[config.mk]
export PLATFORM = sky130hd
export DESIGN_NAME = chrom_serial_loader
export DESIGN_NICKNAME = d
export VERILOG_FILES = /design/src/rtl/chrom_serial_loader_pkg.sv /design/src/rtl/chrom_serial_loader.sv
export SDC_FILE = /design/constraint.sdc
export NUM_CORES = 1
export LEC_CHECK = 0
export ABC_AREA = 0
export CAP_MARGIN = 10
export CORE_MARGIN = 2
export CORE_UTILIZATION = 40
export CTS_CLUSTER_SIZE = 28
export DETAILED_ROUTE_END_ITERATION = 10
export PLACE_DENSITY = 0.68
export SYNTH_ARGS = -nofsm -noshare
export SYNTH_HDL_FRONTEND = slang
export SYNTH_SLANG_ARGS = --single-unit
[constraint.sdc]
create_clock -name clk -period 1.7 [get_ports clk]
set_input_delay 0.34 -clock clk [delete_from_list [all_inputs] [get_ports clk]]
set_output_delay 0.34 -clock clk [all_outputs]
set_load 0.05 [all_outputs]
[src/rtl/chrom_serial_loader_pkg.sv]
// Shared widths, frame constants and loader state encoding for the chromosome load path.
package chrom_serial_loader_pkg;

    // Field widths of the 3x1 majority configuration.
    localparam int BITS_MAT   = 36;
    localparam int BITS_ELEM  = 48;
    localparam int OUT        = 1;
    localparam int BITS_MUX   = 2;

    localparam int CHROM_BITS = BITS_MAT + BITS_ELEM * OUT + BITS_MUX;
    localparam int NBYTES     = (CHROM_BITS + 7) / 8;
    localparam logic [7:0] SYNC = 8'hA5;

    typedef enum logic [1:0] {
        HUNT    = 2'd0,
        PAYLOAD = 2'd1,
        CHECK   = 2'd2,
        COMMIT  = 2'd3
    } loader_state_t;

endpackage

[src/rtl/chrom_serial_loader.sv]
// Rebuilds the packed chromosome from a sync / payload / XOR-check byte stream and
// commits it atomically to the active chromosome when the fabric is not holding it.
module chrom_serial_loader
    import chrom_serial_loader_pkg::*;
(
    input  logic                  clk,
    input  logic                  rst_n,
    input  logic [7:0]            in_data,
    input  logic                  in_valid,
    output logic                  in_ready,
    input  logic                  hold,
    output logic [CHROM_BITS-1:0] chrom,
    output logic                  chrom_valid,
    output logic                  load_done,
    output logic                  chk_err,
    output logic                  busy,
    output loader_state_t         state
);

    // Handshake: a byte transfers on a rising edge where in_valid && in_ready;
    // in_ready is low only in COMMIT, so a held commit backpressures the stream.

    localparam int CNT_W = $clog2(NBYTES + 1);
    localparam int PBITS = NBYTES * 8;

    logic [CHROM_BITS-1:0] shadow;
    logic [CNT_W-1:0]      cnt;
    logic [7:0]            xr;
    logic [PBITS-1:0]      byte_pos;
    logic [PBITS-1:0]      byte_mask;
    logic                  take;

    assign take     = in_valid && in_ready;
    assign in_ready = (state != COMMIT);
    assign busy     = (state != HUNT);

    // Place the incoming byte at its lane; lanes past CHROM_BITS fall off on truncation.
    always_comb begin
        byte_pos  = PBITS'(in_data) << {cnt, 3'b000};
        byte_mask = PBITS'(8'hFF)   << {cnt, 3'b000};
    end

    always_ff @(posedge clk or negedge rst_n) begin
        if (!rst_n) begin
            state       <= HUNT;
            chrom       <= '0;
            shadow      <= '0;
            chrom_valid <= 1'b0;
            load_done   <= 1'b0;
            chk_err     <= 1'b0;
            cnt         <= '0;
            xr          <= '0;
        end else begin
            load_done <= 1'b0;
            chk_err   <= 1'b0;
            case (state)
                HUNT: begin
                    if (take && in_data == SYNC) begin
                        state <= PAYLOAD;
                        cnt   <= '0;
                        xr    <= '0;
                    end
                end
                PAYLOAD: begin
                    if (take) begin
                        shadow <= (shadow & ~byte_mask[CHROM_BITS-1:0]) | byte_pos[CHROM_BITS-1:0];
                        xr     <= xr ^ in_data;
                        cnt    <= cnt + 1'b1;
                        if (cnt == CNT_W'(NBYTES - 1)) begin
                            state <= CHECK;
                        end
                    end
                end
                CHECK: begin
                    if (take) begin
                        if (in_data == xr) begin
                            state <= COMMIT;
                        end else begin
                            chk_err <= 1'b1;
                            state   <= HUNT;
                        end
                    end
                end
                COMMIT: begin
                    if (!hold) begin
                        chrom       <= shadow;
                        chrom_valid <= 1'b1;
                        load_done   <= 1'b1;
                        state       <= HUNT;
                    end
                end
                default: state <= HUNT;
            endcase
        end
    end

endmodule

Yosys cells after proc, flatten, opt, wreduce, memory -nomap -nowiden
Index checks and enable logic that the tools add are counted.
{ "op_classes": {"addsub": 1, "eq_ne": 12, "shifts": 2, "n_mux": 18, "bitwise_logic": 5, "n_reduce_logical": 9} }
{ "op_table": {"columns": ["cell", "n"], "rows": [
  ["AND 86 bit", 1],
  ["NOT 86 bit", 1],
  ["bitwise OR 86 bit", 1],
  ["<< shifter 8 x 7 -> 86 bit", 1],
  ["<< shifter 8 x 7 -> 86 bit, first input constant", 1],
  ["2-to-1 mux 8 bit", 2],
  ["one-hot mux 8 bit (2 select lines)", 1],
  ["2-to-1 mux 2 bit", 6],
  ["!= test 2 bit, second input constant", 6],
  ["equality test 8 bit", 1],
  ["equality test 8 bit, second input constant", 1],
  ["2-to-1 mux 4 bit", 2],
  ["one-hot mux 2 bit (4 select lines)", 1],
  ["one-hot mux 4 bit (2 select lines)", 1],
  ["bitwise XOR 8 bit", 1],
  ["2-to-1 mux 1 bit", 5],
  ["AND reduction 5 bit", 1],
  ["adder 4 x 1 -> 4 bit, second input constant", 1],
  ["equality test 2 bit, second input constant", 2],
  ["equality test 4 bit, second input constant", 1],
  ["AND reduction 2 bit", 2],
  ["nonzero test 2 bit", 2],
  ["AND reduction 3 bit", 1],
  ["equality test 2 x 1 -> 1 bit, second input constant", 1],
  ["other kinds (3)", 4]
]} }
{ "totals": {"ff_bits": 189, "output_inout_bits": 93, "elab_cells": 55} }

Depth between registers and ports, before layout
{ "depth": {"ltp_word": 5, "ltp_mapped": 7, "ltp_nobuf": 5} }

Worst setup path after synthesis
OpenSTA, ideal clock, no wires.
{ "synth_path": {"kind": "flip-flop to flip-flop", "from": "register state[0]", "to": "register shadow[70]", "arrival_time_ns": 1.624, "setup_slack_ns": -0.045, "stages_incl_launch_ff": 6, "synth_period_minus_slack_ns": 1.745, "path_cell_list": "dfrtp_1 -> buf_2 -> and3b_1 -> and2_1 -> nand2_1 -> a22o_1"} }
{ "synth_between": {"elab_chain_len": 3, "word_cells_on_any_way": 4, "cone_classes": "2 x eq/ne; 2 x reduce/logical"} }
{ "synth_rtl": {"columns": ["item", "line_no", "rtl"], "rows": [
  ["start: declaration", "chrom_serial_loader.sv:17", "output loader_state_t state"],
  ["start signal: assignment", "chrom_serial_loader.sv:45", "state <= HUNT;"],
  ["start signal: assignment", "chrom_serial_loader.sv:59", "state <= PAYLOAD;"],
  ["start signal: assignment", "chrom_serial_loader.sv:70", "state <= CHECK;"],
  ["!= test 2 bit", "chrom_serial_loader.sv:34", "assign in_ready = (state != COMMIT);"],
  ["logical AND 1 bit", "chrom_serial_loader.sv:33", "assign take = in_valid && in_ready;"],
  ["AND reduction 2 bit (no line) (*)", null, null],
  ["end signal: assignment", "chrom_serial_loader.sv:66", "shadow <= (shadow & ~byte_mask[CHROM_BITS-1:0]) | byte_pos[CHROM_BITS-1:0];"],
  ["end: declaration", "chrom_serial_loader.sv:26", "logic [CHROM_BITS-1:0] shadow;"]
]} }
Every way passes the cells marked *; elsewhere a longest branch is shown, timed or not.
A chain may end at the register's enable or synchronous reset.

Worst setup path after layout
{ "layout_path": {"from": "register state[1]", "to": "output port busy"} }
{ "layout_between": {"elab_chain_len": 1} }
{ "layout_rtl": {"columns": ["item", "line_no", "rtl"], "rows": [
  ["nonzero test 2 bit", "chrom_serial_loader.sv:35", "assign busy = (state != HUNT);"],
  ["end: declaration", "chrom_serial_loader.sv:16", "output logic busy,"]
]} }
No other way between the ends.

==> reports/summary.log <==
qor: sta.setup_skew 0.00944 ns
qor: grt.grt.total_usage 18.8%
qor: floorplanning.fp.coreArea 18000 um^2
qor: sta.timing.final.max_slew_violations 0
qor: cells_and_area.layout.core_utilization 52.3%
qor: floorplanning.floorplan.initialDensity 41.0%
qor: run.total_of_max_cap_violations 0
qor: floorplanning.count_of_boundary_i_o_pins 105
qor: floorplanning.vertical_extent_of_the_die 140 um
qor: cells_and_area.syn2layout_area_growth 27.6%
qor: route.route.detailed.wl_per_inst 16.8 um
qor: critical_path.cp_cell_sequence buf_4 > nor2_4 > inv_1 > buf_12
qor: critical_path.setup.worst_path.end_class output port
qor: route.detail_route.iter0.violations 437
qor: place.place.detailed.instances 1018
qor: floorplanning.die_x 140 um
qor: critical_path.critical_path_buf_inv_count 3
qor: critical_path.worstSetupStartpointType flip-flop
qor: floorplanning.area_enclosed_by_the_die_boundary 19600 um^2
qor: critical_path.path_class flip-flop to output port
qor: grt.via_count_of_the_first_global_routing_pass 5407
qor: power.irDropWorstVdd 717 uV
qor: yosys.synth_top_cell_by_area sky130_fd_sc_hd__dfrtp_1
qor: critical_path.crit_path_largest_cell_delay 0.41 ns
qor: yosys.synth_top_cell_area_share 64.0%
qor: yosys.yosysUniqueCellTypes 36
qor: clocking.htree_num_levels 4
qor: clocking.cts.reportedPaths.clkPinSlew 0.07 ns
qor: power.power_density 1160 nW/um^2
qor: place.placedInstanceArea 8760 um^2
qor: sta.fmaxAchievable 0.592 GHz
qor: clocking.cts_buffer_count 17
qor: yosys.synthFlopType sky130_fd_sc_hd__dfrtp_1
qor: route.route.vias.total 5422
qor: grt.global_route_wire_length_before_repair 29.1 mm
qor: clocking.cts_tree built
qor: clocking.max-clock-path-buffers 2
qor: route.antenna_violating_nets_left 0
qor: floorplanning.rows 49
qor: yosys.synth_fp_nets 696
qor: sta.slew_headroom 73.4%
qor: grt.grt_start_max_net_pins 60
qor: sta.setup_violation_total_in_the_final_timing_report 0
qor: yosys.avgSynthCellArea 10.9 um^2
qor: sta.timing.final.crit_period 1.69 ns
qor: route.drt_drc_violations_left 0
qor: clocking.worstSkewPairLatency 0.43 ns
qor: min_path.hp-class input port to async pin
qor: critical_path.cp_data_arrival_time 1.35 ns
qor: clocking.ctsRootBufferMaster sky130_fd_sc_hd__clkbuf_16
qor: cells_and_area.ratio_of_cells_with_drive_above_1_in_the_final_layout 22.9%
qor: status.outcome complete, no violations
qor: clocking.cts_num_sinks 189
qor: route.drt_pass_1_iters 5
qor: sta.rsz0062_at_grt yes
qor: place.place.detailed.hpwl 12.0 mm
qor: yosys.synth_most_common_cell sky130_fd_sc_hd__nand2_1
qor: grt.number_of_antenna_violations_at_the_first_check_in_global_routing 0
qor: cells_and_area.n_fill_cell 1622
qor: cells_and_area.design_area 9430 um^2
qor: power.power.leakage 0.00500 uW
qor: yosys.ys.warnings.count 0
qor: grt.gr-total-overflow 0
qor: sta.final_min_period_over_clock_period 99.3%
qor: cells_and_area.post_layout_nonfiller_instances 1054
qor: cells_and_area.n_antenna_cell 0
qor: critical_path.slowest_stage sky130_fd_sc_hd__dfrtp_2
qor: cells_and_area.nets 830
qor: route.wl 17.7 mm
qor: place.numPortBuffers 104
qor: sta.max_slew.worst_pin.slew 0.398 ns
qor: yosys.asyncSetResetFlopFracSynth 100%
qor: yosys.ys_ff_latch 189
qor: yosys.syn-cell-area 7390 um^2
qor: critical_path.critPathMaxFanout 9
qor: place.replace_congestion 0.844
qor: yosys.post_synth_edffs 0
qor: yosys.synth.top_cells.by_count sky130_fd_sc_hd__nand2_1 (279), sky130_fd_sc_hd__dfrtp_1 (189), sky130_fd_sc_hd__a22o_1 (87)
qor: critical_path.critical-path-top-delay-family flip-flops
qor: sta.final_hold_violations 0
qor: yosys.syn_inst 678
qor: route.viasPerCell 5.14
qor: yosys.synth.area.top_cells sky130_fd_sc_hd__dfrtp_1 (64%), sky130_fd_sc_hd__nand2_1 (14%), sky130_fd_sc_hd__a22o_1 (10%), sky130_fd_sc_hd__a21oi_1 (1.0%), sky130_fd_sc_hd__buf_2 (1.0%)
qor: critical_path.timing.critical_path.required 1.36 ns
qor: yosys.synth.yosys.seq_area_share 64.0%
## per-stage QoR
step	total power (uW)	setup TNS, ns	hold slack (ns)	setup WS (ns)
floorplan	6330	0	0.0444	0.110
global placement	6880	-22.86	0.242	-0.265
detailed placement	6920	-24.61	0.241	-0.310
CTS	11000	0	0.364	0.0109
global route	11400	-1.47	0.383	-0.0900
finish	11000	0	0.362	0.0116
## layer usage
layer	part of all wire (%)	global-route usage, %
met5	0	0
met4	1.7	6.95
met3	5.4	3.56
met2	46	28.2
met1	47	27.3
## worst paths after layout
| kind | start | cells after the start | to | slack, ns |
|---|---|---|---|---|
| setup / recovery | state[1]$_DFFE_PN0P_ | 4 | busy | 0.01 |
| hold reg to reg | chrom_valid$_DFFE_PN0P_ | 1 | chrom_valid$_DFFE_PN0P_ | 0.47 |
| min in group clk | chrom_valid$_DFFE_PN0P_ | 1 | chrom_valid$_DFFE_PN0P_ | 0.47 |
| hold / removal | rst_n | 2 | chrom[12]$_DFFE_PN0P_ | 0.36 |
| max in group asynchronous | rst_n | 3 | state[0]$_DFFE_PN0P_ | 0.73 |
| setup reg to reg | state[1]$_DFFE_PN0P_ | 6 | shadow[46]$_DFFE_PN0P_ | 0.02 |
## power breakdown
part | internal (uW) | switching (uW) | leakage (uW) | total (uW)
Combinational | 703 | 764 | 0.00210 | 1470
Sequential | 4990 | 422 | 0.00260 | 5410
Clock | 2370 | 1720 | 0.000299 | 4080
Total | 8060 | 2900 | 0.00500 | 11000
## registers in the layout, indices dropped and copies added, names as in the netlist
signal / cells
shadow: 86
chk_err: 1
state: 2
cnt: 4
xr: 8
chrom_valid: 1
load_done: 1
chrom: 86
## worst reg2reg max path: stages (launching register included)
cell	delay, ns
sky130_fd_sc_hd__dfrtp_2	0.41
sky130_fd_sc_hd__buf_6	0.12
sky130_fd_sc_hd__nand3b_1	0.20
sky130_fd_sc_hd__buf_4	0.18
sky130_fd_sc_hd__nor3_4	0.13
sky130_fd_sc_hd__nand2_1	0.23
sky130_fd_sc_hd__a22o_1	0.30
## layout make-up
cell class / instances / area, um^2 / area share [%]
repair buffers: 147 / 1280 / 13.5
well taps: 229 / 287 / 3.04
inverters: 6 / 22.5 / 0.239
clock buffers: 19 / 443 / 4.70
flip-flops and latches: 189 / 4730 / 50.2
clock inverters: 13 / 164 / 1.74
multi-input cells: 451 / 2500 / 26.5
## cell families after synthesis
group,synth area share [%]
simple gates,18.7
flops,64.0
compound gates,13.0
buf+inv,2.39
xor+xnor,0.948
fa+ha+maj,1.02
## cells in the final DEF, fill, tap and decap left out, drive strengths merged
| cell | count |
|---|---|
| nor2 | 11 |
| and2 | 2 |
| a31oi | 1 |
| nand3 | 3 |
| nand2 | 281 |
| clkinvlp | 1 |
| clkbuf | 19 |
| and4bb | 1 |
| bufinv | 3 |
| and3 | 1 |
| nor4 | 3 |
| a211o | 1 |
| nor2b | 3 |
| o211ai | 1 |
| inv | 9 |
| a21oi | 15 |
| nand2b | 2 |
| nor3 | 5 |
| and3b | 1 |
| clkdlybuf4s50 | 10 |
| o22ai | 1 |
| a22o | 87 |
| ha | 6 |
| clkinv | 6 |
| nand4bb | 1 |
| o21a | 8 |
| nand3b | 2 |
| nor3b | 1 |
| dlygate4sd3 | 1 |
| a22oi | 1 |
| o21ai | 5 |
| dfrtp | 189 |
| buf | 136 |
| xor2 | 8 |
## timing repair
| item | in CTS | in global routing |
|---|---|---|
| endpoints found under the hold margin | 26 | 0 |
| pin swaps | 0 | 5 |
| gates resized for setup | 2 | 4 |
| hold buffers | 1 | 0 |
| setup buffers | 2 | 1 |
| endpoints found under the setup margin | 1 | 60 |
(Power assumes the default switching activity.)
